--- src/rtl/tl_pkg.sv ---
// ---------------------------------------------------------------------------
// tl_pkg
// Shared types and helpers for the traffic-light source arbiter.
//   light_t     : 2-bit lamp state encoding (RED/YELLOW/GREEN/UNDEFINED)
//   arb_state_t : arbiter FSM states
//   to_light    : maps a raw source code to a drivable lamp state
//   max_int     : elaboration-time helper for sizing counters
// ---------------------------------------------------------------------------
package tl_pkg;

  typedef enum logic [1:0] {
    RED       = 2'b00,
    YELLOW    = 2'b01,
    GREEN     = 2'b10,
    UNDEFINED = 2'b11
  } light_t;

  typedef enum logic [1:0] {
    PASS         = 2'b00,
    HANDOVER_YEL = 2'b01,
    HANDOVER_RED = 2'b10
  } arb_state_t;

  // An undefined source code must never reach the lamps; show RED instead.
  function automatic light_t to_light(input logic [1:0] v);
    return (v == 2'b11) ? RED : light_t'(v);
  endfunction

  function automatic int max_int(input int a, input int b);
    return (a > b) ? a : b;
  endfunction

endpackage

--- src/rtl/prio_enc.sv ---
// ---------------------------------------------------------------------------
// prio_enc
// Fixed-priority encoder: bit 0 has the highest priority.
// Ports:
//   req    in  N              : request vector
//   winner out $clog2(N+1)    : lowest set index, or N when req is all zero
//   multi  out 1              : two or more request bits set
// ---------------------------------------------------------------------------
module prio_enc
  import tl_pkg::*;
#(
  parameter int N = 6
) (
  input  logic [N-1:0]           req,
  output logic [$clog2(N+1)-1:0] winner,
  output logic                   multi
);

  localparam int W = $clog2(N + 1);

  always_comb begin
    winner = W'(N);
    // Scan from the top down so the lowest set index is the last to win.
    for (int i = N - 1; i >= 0; i--) begin
      if (req[i]) begin
        winner = W'(i);
      end
    end
    multi = ($countones(req) > 1);
  end

endmodule

--- src/rtl/light_source_arbiter.sv ---
// ---------------------------------------------------------------------------
// light_source_arbiter
// Selects one of N_SRC light-state sources by fixed priority and drives the
// registered lamp state. Moving ownership away from a non-RED output forces a
// YELLOW (YEL_CYC cycles) then all-RED (RED_CYC cycles) handover before the
// new source is adopted.
// Ports:
//   clk        in  1              : clock, rising edge
//   rst_n      in  1              : asynchronous active-low reset
//   req        in  N_SRC          : per-source request, bit 0 highest priority
//   src_state  in  2*N_SRC        : packed source states, source i at [2i+1:2i]
//   state      out 2              : registered lamp state
//   owner      out clog2(N_SRC+1) : owning source, N_SRC = none
//   switching  out 1              : handover in progress
//   conflict   out 1              : >1 request bit set in previous cycle
//   undef_in   out 1              : driven source was 2'b11 in previous cycle
// ---------------------------------------------------------------------------
module light_source_arbiter
  import tl_pkg::*;
#(
  parameter int          N_SRC    = 6,
  parameter int          YEL_CYC  = 3,
  parameter int          RED_CYC  = 2,
  parameter logic [1:0]  FALLBACK = 2'b00
) (
  input  logic                         clk,
  input  logic                         rst_n,
  input  logic [N_SRC-1:0]             req,
  input  logic [2*N_SRC-1:0]           src_state,
  output logic [1:0]                   state,
  output logic [$clog2(N_SRC+1)-1:0]   owner,
  output logic                         switching,
  output logic                         conflict,
  output logic                         undef_in
);

  localparam int            OW       = $clog2(N_SRC + 1);
  localparam int            CW       = $clog2(max_int(YEL_CYC, RED_CYC) + 1);
  localparam logic [OW-1:0] NONE     = OW'(N_SRC);
  localparam logic [CW-1:0] YEL_LOAD = CW'(YEL_CYC - 1);
  localparam logic [CW-1:0] RED_LOAD = CW'(RED_CYC - 1);

  arb_state_t    r_fsm;
  light_t        r_state;
  logic [OW-1:0] r_owner;
  logic [CW-1:0] r_cnt;
  logic          r_switching;
  logic          r_conflict;
  logic          r_undef;

  logic [OW-1:0] w_winner;
  logic          w_multi;
  logic [1:0]    w_src [N_SRC];
  logic [1:0]    w_own_raw;
  logic [1:0]    w_win_raw;
  light_t        w_own_light;
  light_t        w_win_light;
  logic          w_own_undef;
  logic          w_win_undef;

  prio_enc #(.N(N_SRC)) u_prio_enc (
    .req    (req),
    .winner (w_winner),
    .multi  (w_multi)
  );

  for (genvar gi = 0; gi < N_SRC; gi++) begin : g_src
    assign w_src[gi] = src_state[2*gi +: 2];
  end

  // Raw codes of the current owner and of the priority winner.
  always_comb begin
    w_own_raw = 2'b00;
    w_win_raw = 2'b00;
    for (int i = 0; i < N_SRC; i++) begin
      if (r_owner == OW'(i)) begin
        w_own_raw = w_src[i];
      end
      if (w_winner == OW'(i)) begin
        w_win_raw = w_src[i];
      end
    end
  end

  // "None" drives FALLBACK and can never be flagged as undefined.
  assign w_own_light = (r_owner == NONE)  ? light_t'(FALLBACK) : to_light(w_own_raw);
  assign w_win_light = (w_winner == NONE) ? light_t'(FALLBACK) : to_light(w_win_raw);
  assign w_own_undef = (r_owner != NONE)  && (w_own_raw == 2'b11);
  assign w_win_undef = (w_winner != NONE) && (w_win_raw == 2'b11);

  // undef_in reflects the source actually feeding the lamps on each edge:
  // the newly adopted source on an adoption edge, otherwise the held owner.
  always_ff @(posedge clk or negedge rst_n) begin
    if (!rst_n) begin
      r_fsm       <= PASS;
      r_state     <= RED;
      r_owner     <= NONE;
      r_cnt       <= '0;
      r_switching <= 1'b0;
      r_conflict  <= 1'b0;
      r_undef     <= 1'b0;
    end else begin
      r_conflict <= w_multi;
      case (r_fsm)
        PASS: begin
          if (w_winner == r_owner) begin
            r_state <= w_own_light;
            r_undef <= w_own_undef;
          end else if (r_state == RED) begin
            // Already safe: adopt the new owner without a handover.
            r_owner <= w_winner;
            r_state <= w_win_light;
            r_undef <= w_win_undef;
          end else begin
            // A current YELLOW also restarts the full yellow interval.
            r_fsm       <= HANDOVER_YEL;
            r_state     <= YELLOW;
            r_cnt       <= YEL_LOAD;
            r_switching <= 1'b1;
            r_undef     <= w_own_undef;
          end
        end
        HANDOVER_YEL: begin
          r_undef <= w_own_undef;
          if (r_cnt == '0) begin
            r_fsm   <= HANDOVER_RED;
            r_state <= RED;
            r_cnt   <= RED_LOAD;
          end else begin
            r_cnt <= r_cnt - CW'(1);
          end
        end
        HANDOVER_RED: begin
          if (r_cnt == '0) begin
            // Target is whoever wins on this final cycle, possibly the old owner.
            r_owner     <= w_winner;
            r_state     <= w_win_light;
            r_undef     <= w_win_undef;
            r_fsm       <= PASS;
            r_switching <= 1'b0;
          end else begin
            r_cnt   <= r_cnt - CW'(1);
            r_undef <= w_own_undef;
          end
        end
        default: begin
          r_fsm <= PASS;
        end
      endcase
    end
  end

  assign state     = r_state;
  assign owner     = r_owner;
  assign switching = r_switching;
  assign conflict  = r_conflict;
  assign undef_in  = r_undef;

endmodule

--- config.mk ---
export PLATFORM = sky130hd
export DESIGN_NAME = light_source_arbiter
export DESIGN_NICKNAME = d
export VERILOG_FILES = /design/src/rtl/tl_pkg.sv /design/src/rtl/prio_enc.sv /design/src/rtl/light_source_arbiter.sv
export SDC_FILE = /design/constraint.sdc
export NUM_CORES = 1
export LEC_CHECK = 0
export ABC_AREA = 1
export BUFFER_PORTS_ARGS = -buffer_cell sky130_fd_sc_hd__clkbuf_2
export CORE_UTILIZATION = 50
export DETAILED_ROUTE_END_ITERATION = 8
export GPL_TIMING_DRIVEN = 0
export PLACE_DENSITY = 0.74
export SETUP_SLACK_MARGIN = 0.5
export SLEW_MARGIN = 20
export SYNTH_ARGS = -nofsm -noshare
export SYNTH_HDL_FRONTEND = slang
export SYNTH_SLANG_ARGS = --single-unit
--- constraint.sdc ---
create_clock -name clk -period 2 [get_ports clk]
set_input_delay 0.2 -clock clk [delete_from_list [all_inputs] [get_ports clk]]
set_output_delay 0.2 -clock clk [all_outputs]
set_load 0.01 [all_outputs]
# Word-level counts from Yosys, hierarchy flattened
# Index checks and enable logic that the tools add are counted.
# totals
ff_bits,12
inputBits,20
output_inout_bits,8
word_cells,101
# op_classes
addsub,6
n_lt_le_gt_ge,1
n_eq_ne,25
mux,48
n_reduce_logical,14
# op_table
cell,count
$add 32x32->32,2
$mux 2,29
$gt 32x2->1 const B,1
$mux 3,7
$eq 3x3->1 const B,6
$pmux 2 s3,3
$reduce_and 4->1,4
$eq 3x2->1 const B,4
$ne 2x2->1 const B,6
$add 1x1->2,3
$eq 2x2->1 const B,3
$eq 3x1->1 const B,2
$logic_not 2->1,3
$logic_not 3->1,2
$mux 1,6
$ne 3x3->1 const B,2
$pmux 3 s2,1
$eq 3x3->1,1
$pmux 1 s3,1
$reduce_and 3->1,1
$reduce_bool 3->1,1
$eq 2x1->1 const B,1
$logic_and 1x1->1,2
$pmux 1 s2,1
2 further kinds,2

# Logic depth before layout (Yosys ltp)
# Gate-level depths: netlist of run 1.
# depth
word_depth,19
ltp_mapped,17
depth_no_buf,16

# Hierarchy
# From an unflattened synthesis of run 1, not the netlist that was laid out.
# unflattened
hier_cells,183
area_unflattened_um2,1313.8
# by_module_without_submodules
module,instances,cells_each,area_each_um2,seq_area_each_um2
light_source_arbiter,1,165,1171.1,302.8
prio_enc,1,18,142.6,0.0

# Worst setup path after synthesis of run 1
# No wires, ideal clock.
# synth_timing
path_kind,register -> register
startpoint,"reg r_owner[2], in the netlist owner[2]"
endpoint,"reg r_owner[0], in the netlist owner[0]"
setup_ns,0.123
arrival_ns,1.547
required_time_ns,1.877
path_slack_ns,0.331
path_stages_with_launch,12
path_buffers,1
synth_period_minus_slack_ns,1.669
cell_sequence,dfstp_2 -> buf_2 -> inv_1 -> nand2_1 -> nand2_1 -> o21ai_0 -> a21oi_1 -> o21ai_2 -> nand2_2 -> a21o_2 -> nand2_1 -> o21ai_1
# synth_via
elab_chain_cells,3
# synth_rtl
item,line,rtl
"start, declared",light_source_arbiter.sv:45,logic [OW-1:0] r_owner;
"start signal, assigned",light_source_arbiter.sv:111,r_owner <= w_winner;
"start signal, assigned",light_source_arbiter.sv:136,r_owner <= w_winner;
$eq 3x3->1,light_source_arbiter.sv:106,if (w_winner == r_owner) begin
$ne 2x2->1 (no line),n/a,
$reduce_and 4->1 (no line),n/a,
# No other way between the ends.
# A chain may end at the register's enable or synchronous reset.

# Final worst setup path of run 1
# layout_timing
startpoint,"reg r_owner[2], in the netlist owner[2]"
endpoint,"reg r_undef, in the netlist undef_in"
# layout_via
elab_chain_cells,12
# layout_rtl
item,line,rtl
$logic_not 3->1,light_source_arbiter.sv:76,if (r_owner == OW'(i)) begin
$mux 2 (6 in series),light_source_arbiter.sv:76,
$eq 2x2->1,light_source_arbiter.sv:88,assign w_own_undef = (r_owner != NONE) && (w_own_raw == 2'b11);
$logic_and 1x1->1,light_source_arbiter.sv:88,
$mux 1,light_source_arbiter.sv:109,end else if (r_state == RED) begin
$mux 1,light_source_arbiter.sv:106,
$pmux 1 s3 *,light_source_arbiter.sv:104,case (r_fsm)
"end signal, assigned",light_source_arbiter.sv:108,r_undef <= w_own_undef;
"end signal, assigned",light_source_arbiter.sv:113,r_undef <= w_win_undef;
"end signal, assigned",light_source_arbiter.sv:120,r_undef <= w_own_undef;
"end, declared",light_source_arbiter.sv:49,logic r_undef;
# Every way passes the cells marked *; elsewhere a longest branch is shown, timed or not.

==> results of run 1 <==
power by group through the flow:
stage	combinational, uW	sequential [uW]	clock, uW
after global routing	1770	446	172
after CTS	1450	436	164
after detailed placement	1300	440	0
after floorplan	968	455	0
final	1580	440	162
after global placement	1250	433	0
cell families after synthesis:
group | Yosys count
flops | 12
compound gates | 31
buf+inv | 41
fa+ha+maj | 16
simple gates | 94
critical path: stages (launching register included):
cell	delay, ns
dfstp_2	0.54
buf_6	0.13
inv_4	0.05
nand4_1	0.07
nand2_1	0.06
a21oi_1	0.17
o2111ai_2	0.19
nand2_1	0.11
nand3_1	0.08
nand2_1	0.08
inv_1	0.04
nand3_1	0.06
nand2_1	0.05
per-layer routing:
layer	routed length, um	global-route usage	vias up	share of wire
li1	-	-	706	-
met1	1450	0.278	635	0.44
met2	1700	0.488	39	0.52
met3	105	0.0287	4	0.032
met4	26	0.0702	0	0.0079
met5	0	0	-	0
flip-flops by register name (all words and copies together), names as in the netlist:
signal     count
owner          3
conflict       1
switching      1
state          2
r_fsm          2
undef_in       1
r_cnt          2
worst max-delay path by stage:
| stage | slack [ns] | cells past startpoint | end | start |
|---|---|---|---|---|
| final | 0.27 | 12 | undef_in$_DFFE_PN0N_ | owner[2]$_DFFE_PN1P_ |
| after global placement | 0.15 | 15 | undef_in$_DFFE_PN0N_ | req[4] |
| after detailed placement | 0.1 | 14 | undef_in$_DFFE_PN0N_ | req[4] |
| after global routing | 0.14 | 12 | undef_in$_DFFE_PN0N_ | owner[2]$_DFFE_PN1P_ |
| after CTS | 0.31 | 14 | undef_in$_DFFE_PN0N_ | owner[2]$_DFFE_PN1P_ |
| after floorplan | 0.41 | 13 | undef_in$_DFFE_PN0N_ | owner[1]$_DFFE_PN1P_ |
cell type report:
| cell class | instances | area [um2] |
|---|---|---|
| Tap cell | 30 | 37.5 |
| Fill cell | 199 | 830 |
| Buffer | 2 | 22.5 |
| Timing Repair Buffer | 33 | 186 |
| Multi-Input combinational cell | 141 | 920 |
| Inverter | 39 | 151 |
| Clock buffer | 4 | 26.3 |
| Sequential cell | 12 | 304 |
per-stage QoR:
stage,hold slack (ns),utilization,std cells
after floorplan,-0.0956,-,194
after global placement,0.103,0.608,251
after detailed placement,0.107,0.608,251
after CTS,0.307,0.650,261
after global routing,0.334,0.665,261
final,0.304,0.665,261
synthesized netlist by cell type, drive strengths merged:
| cell | instances |
|---|---|
| nor3 | 3 |
| a211oi | 1 |
| a21boi | 1 |
| inv | 39 |
| nand4 | 11 |
| a21o | 1 |
| dfstp | 2 |
| nand3 | 13 |
| o21ai | 17 |
| and2 | 1 |
| or2 | 2 |
| buf | 2 |
| o2111ai | 1 |
| nand3b | 1 |
| dfrtp | 10 |
| fa | 2 |
| nand2 | 45 |
| o22ai | 1 |
| a21oi | 9 |
| ha | 14 |
| nor2 | 18 |
repair_timing:
item,4_1_cts,5_1_grt
buffers inserted,5,0
pin swaps,4,12
setup endpoints to repair,11,11
gates resized for setup,9,12
hold endpoints to repair,10,0
hold buffers,1,0
==> impl_metrics.tcl, run 1 <==
set metrics [dict create \
    portBuffers 27 \
    setup_violations 0 \
    grt_max_degree 13 \
    power_frac_seq 0.201 \
    first_pass_iters 4 \
    coreArea_um2 2480 \
    netlist.area_leader.share 0.191 \
    synth_nets 230 \
    layout_common_cells "nand2_1 (38), inv_1 (33), clkbuf_2 (27)" \
    totalPowerFinal_uw 2180 \
    reg2reg_setup_slack_ns 0.27 \
    path_clk_slew_ns 0.08 \
    final.setup.tns_ns 0 \
    hold_start "req[1]" \
    setup_slack_ns 0.274 \
    status "finished clean" \
    antenna_found_initial 0 \
    num_vias 1384 \
    p_leak_uw 0.000884 \
    synth-xor-area-share 0 \
    drt_iter0_markers 40 \
    r2r_start "owner[2]$_DFFE_PN1P_" \
    first_global_vias 1286 \
    drc 0 \
    netSwitchingFraction 0.517 \
    max_cap_violations 0 \
    grt_remaining_overflow 0 \
    synth_top_area_cell "dfrtp_1" \
    yosysWarnings 0 \
    critical_path_arrival_ns 1.90 \
    syn_area_per_cell_um2 6.77 \
    combPwrFrac 0.724 \
    fin_crit_sh 0.863 \
    cts.htree.levels 1 \
    rsz0062_at_grt "true" \
    clock.fmax_ghz 0.579 \
    num-nets-final 268 \
    ant_nets 0 \
    drive_gt1_frac 0.329 \
    finalCriticalPeriod_ns 1.73 \
    whs_path_depth 4 \
    worstHoldPathType "in -> reg" \
    dpl.hpwl_um 2470 \
    dpl_cell_area_um2 1510 \
    wl_um 3280 \
    fp.dieH_um 53.2 \
    startpoint_type "flop" \
    synth_cell_types 30 \
    dieArea_um2 2830 \
    whs_endpoint "owner[2]$_DFFE_PN1P_" \
    max-vdd-ir-drop_mv 1.13 \
    final_common_cell "nand2_1" \
    clock_latency_ns 0.28 \
    yosys.area_share.simple 0.333 \
    fp-row-count 18 \
    start_util 0.530 \
    synthAdderAreaFrac 0.164 \
    powerDensity_nw_per_um2 1330 \
    pre_cts_slack_ns 0.0989 \
    path_max_fanout 6 \
    io_pins 28 \
    synth_top_family_by_area "simple AND/OR/NAND/NOR gates" \
    num_antenna_cells 0 \
    syn_inst 194 \
    fp.dieW_um 53.2 \
    finalMaxSlewViolations 0 \
    internal_power_uw 1060 \
    syn2layout_area_growth_pct 25.5 \
    place_congestion 0.921 \
    grt.total_usage 0.251 \
    fin_skew_ns 0.00628 \
    drt-vias-per-instance 5.30 \
    worst_slew_pin_slew_ns 0.413 \
    clock_sinks 12 \
    synth-compound-area-share 0.149 \
    wl_per_cell_um 12.6 \
    cts_root_buf "clkbuf_4" \
    r2r_end "undef_in$_DFFE_PN0N_" \
    finalHoldViolCount 0 \
    grt_pass1_wl_um 5240 \
    p_clk_frac 0.074 \
    numCtsBuffers 3 \
    ys_top_cells_by_area "dfrtp_1 (19%), ha_1 (13%), nand2_1 (12%)" \
    yosys-mux-area-fraction 0 \
    critPathKind "reg -> reg" \
    rr_worst_depth 12 \
    worstSetupEndpointType "flop" \
    switchingPower_uw 1130 \
    design_area_um2 1650 \
    ys_seq_area_frac 0.231 \
    cts.path.max_buffers 2 \
    timing.slew.headroom 0.722 \
    syn_area_um2 1310 \
    worstPathRequired_ns 2.18 \
    synth_seq_cells 12 \
    cts_tree "done" \
]
Note: power is estimated with default switching activity, not from simulation.
==> run 2, diff against run 1 <==
Settings changed: CTS_BUF_LIST set to sky130_fd_sc_hd__clkbuf_2 sky130_fd_sc_hd__clkbuf_4 sky130_fd_sc_hd__clkbuf_8, PLACE_DENSITY 0.74 to unset, PLACE_DENSITY_LB_ADDON set to 0.12.
==> impl_metrics.tcl, run 2 (synthesis gave the netlist of run 1 again) <==
set metrics [dict create \
    status "finished clean" \
    power_frac_seq 0.204 \
    internal_power_uw 1060 \
    fp.dieW_um 53.2 \
    finalHoldViolCount 0 \
    fin_skew_ns 0.00371 \
    fp.dieH_um 53.2 \
    wl_um 3090 \
    worstPathRequired_ns 2.16 \
    worst_slew_pin_slew_ns 0.375 \
    portBuffers 27 \
    place_congestion 0.810 \
    startpoint_type "flop" \
    layout_common_cells "nand2_1 (36), inv_1 (35), clkbuf_2 (27)" \
    worstHoldPathType "in -> reg" \
    crit_path_top_delay_cell "dfstp_2" \
    reg2reg_setup_slack_ns 0.27 \
    final_common_cell "nand2_1" \
    dieArea_um2 2830 \
    pre_cts_slack_ns 0.120 \
    largest_reg_flops 3 \
    setup_violations 0 \
    powerDensity_nw_per_um2 1290 \
    clock_sinks 12 \
    max_cap_violations 0 \
    path_clk_slew_ns 0.07 \
    antenna_found_initial 0 \
    syn2layout_area_growth_pct 26.9 \
    crit_family "compound AO/OA/AOI/OAI gates" \
    cts_root_buf "clkbuf_4" \
    finalMaxSlewViolations 0 \
    fin_crit_sh 0.864 \
    rsz0062_at_grt "true" \
    fp-row-count 18 \
    num_vias 1368 \
    startpoint "owner[2]$_DFFE_PN1P_" \
    start_util 0.530 \
    path_buf_inv 2 \
    max_stage_delay_ns 0.54 \
    cts.htree.levels 1 \
    cp.depth 10 \
    grt.total_usage 0.232 \
    hold_slack_ns 0.323 \
    finalCriticalPeriod_ns 1.73 \
    ant_nets 0 \
    netSwitchingFraction 0.507 \
    dp_cells 251 \
    clock_latency_ns 0.28 \
    numCtsBuffers 3 \
    p_leak_uw 0.000884 \
    r2r_start "owner[2]$_DFFE_PN1P_" \
    first_global_vias 1192 \
    setup_slack_ns 0.272 \
    first_pass_iters 4 \
    drc 0 \
    num_antenna_cells 0 \
    crit_end "switching$_DFFE_PN0P_" \
    max-vdd-ir-drop_mv 1.30 \
    drt_iter0_markers 27 \
    grt_pass1_wl_um 4850 \
    io_pins 28 \
    drive_gt1_frac 0.332 \
    switchingPower_uw 1090 \
    clock.fmax_ghz 0.579 \
    critPathKind "reg -> reg" \
    r2r_end "switching$_DFFE_PN0P_" \
    cts_tree "done" \
    wl_per_cell_um 11.9 \
    rr_worst_depth 10 \
    final.setup.tns_ns 0 \
    cts.path.max_buffers 2 \
    coreArea_um2 2480 \
    dpl.hpwl_um 2340 \
    path_common_cell "nand2_2" \
    path_max_fanout 6 \
    timing.slew.headroom 0.747 \
    grt_remaining_overflow 0 \
    worstSetupEndpointType "flop" \
    path_cells "buf_6 > nand2_2 > nand2_2 > o21ai_2 > a21oi_2 > o21ai_4 > a21boi_4 > nor2_1 > o22ai_1 > inv_1" \
    drt-vias-per-instance 5.28 \
    num-nets-final 266 \
    p_clk_frac 0.091 \
    critical_path_arrival_ns 1.89 \
    final_cells 259 \
    combPwrFrac 0.705 \
    totalPowerFinal_uw 2150 \
    grt_max_degree 13 \
]
run 2: changes by cell type in the layout (fill, tap and decap cells not counted), sizes merged:
cell / before / now
buf: 7 / 5
run 2: final cells by class:
type                            count  area, um2
Fill cell                         217        812
Inverter                           39        154
Clock buffer                        4       36.3
Sequential cell                    12        304
Buffer                              2       22.5
Timing Repair Buffer               31        168
Multi-Input combinational cell    141        943
Tap cell                           30       37.5
run 2: layer usage:
| layer | vias to the layer above | track usage | part of all wire |
|---|---|---|---|
| li1 | 696 | - | - |
| met4 | 0 | 0.0395 | 0.0032 |
| met1 | 627 | 0.303 | 0.45 |
| met5 | - | 0 | 0 |
| met3 | 2 | 0.0431 | 0.050 |
| met2 | 43 | 0.398 | 0.50 |
run 2: worst min-delay path by stage:
stage / depth (start not counted) / end / slack (ns) / startpoint
5_1_grt: 4 / owner[2]$_DFFE_PN1P_ / 0.34 / req[1]
4_1_cts: 4 / owner[2]$_DFFE_PN1P_ / 0.31 / req[1]
3_5_place_dp: 1 / undef_in$_DFFE_PN0N_ / 0.10 / rst_n
3_3_place_gp: 1 / state[1]$_DFFE_PN0P_ / 0.1 / rst_n
2_1_floorplan: 0 / conflict$_DFF_PN0_ / -0.1 / rst_n
6_report: 4 / owner[2]$_DFFE_PN1P_ / 0.32 / req[1]
run 2: power by group through the flow:
stage	sequential [uW]	combinational, uW	clock, uW
after CTS	431	1350	201
final	438	1520	194
after global routing	451	1690	211
after global placement	437	1250	0
after floorplan	455	968	0
after detailed placement	440	1290	0
run 2: repair_timing:
action | in CTS | in global routing
resized for setup | 3 | 22
buffers inserted | 3 | 0
pin swaps | 1 | 10
setup endpoints to repair | 11 | 11
hold endpoints to repair | 10 | 0
hold buffers | 1 | 0
run 2: through the flow:
stage                      util  area, um2
final                     0.672       1670
after global routing      0.672       1670
after CTS                 0.639       1580
after detailed placement  0.608       1510
after global placement    0.608       1510
after floorplan               -       1330
run 2: worst min-delay path: cells and delay by family:
family	cells	cell delay (ns)
and+or+nand+nor	2	0.20
buffers and inverters	1	0.11
AOI/OAI and AO/OA	1	0.08
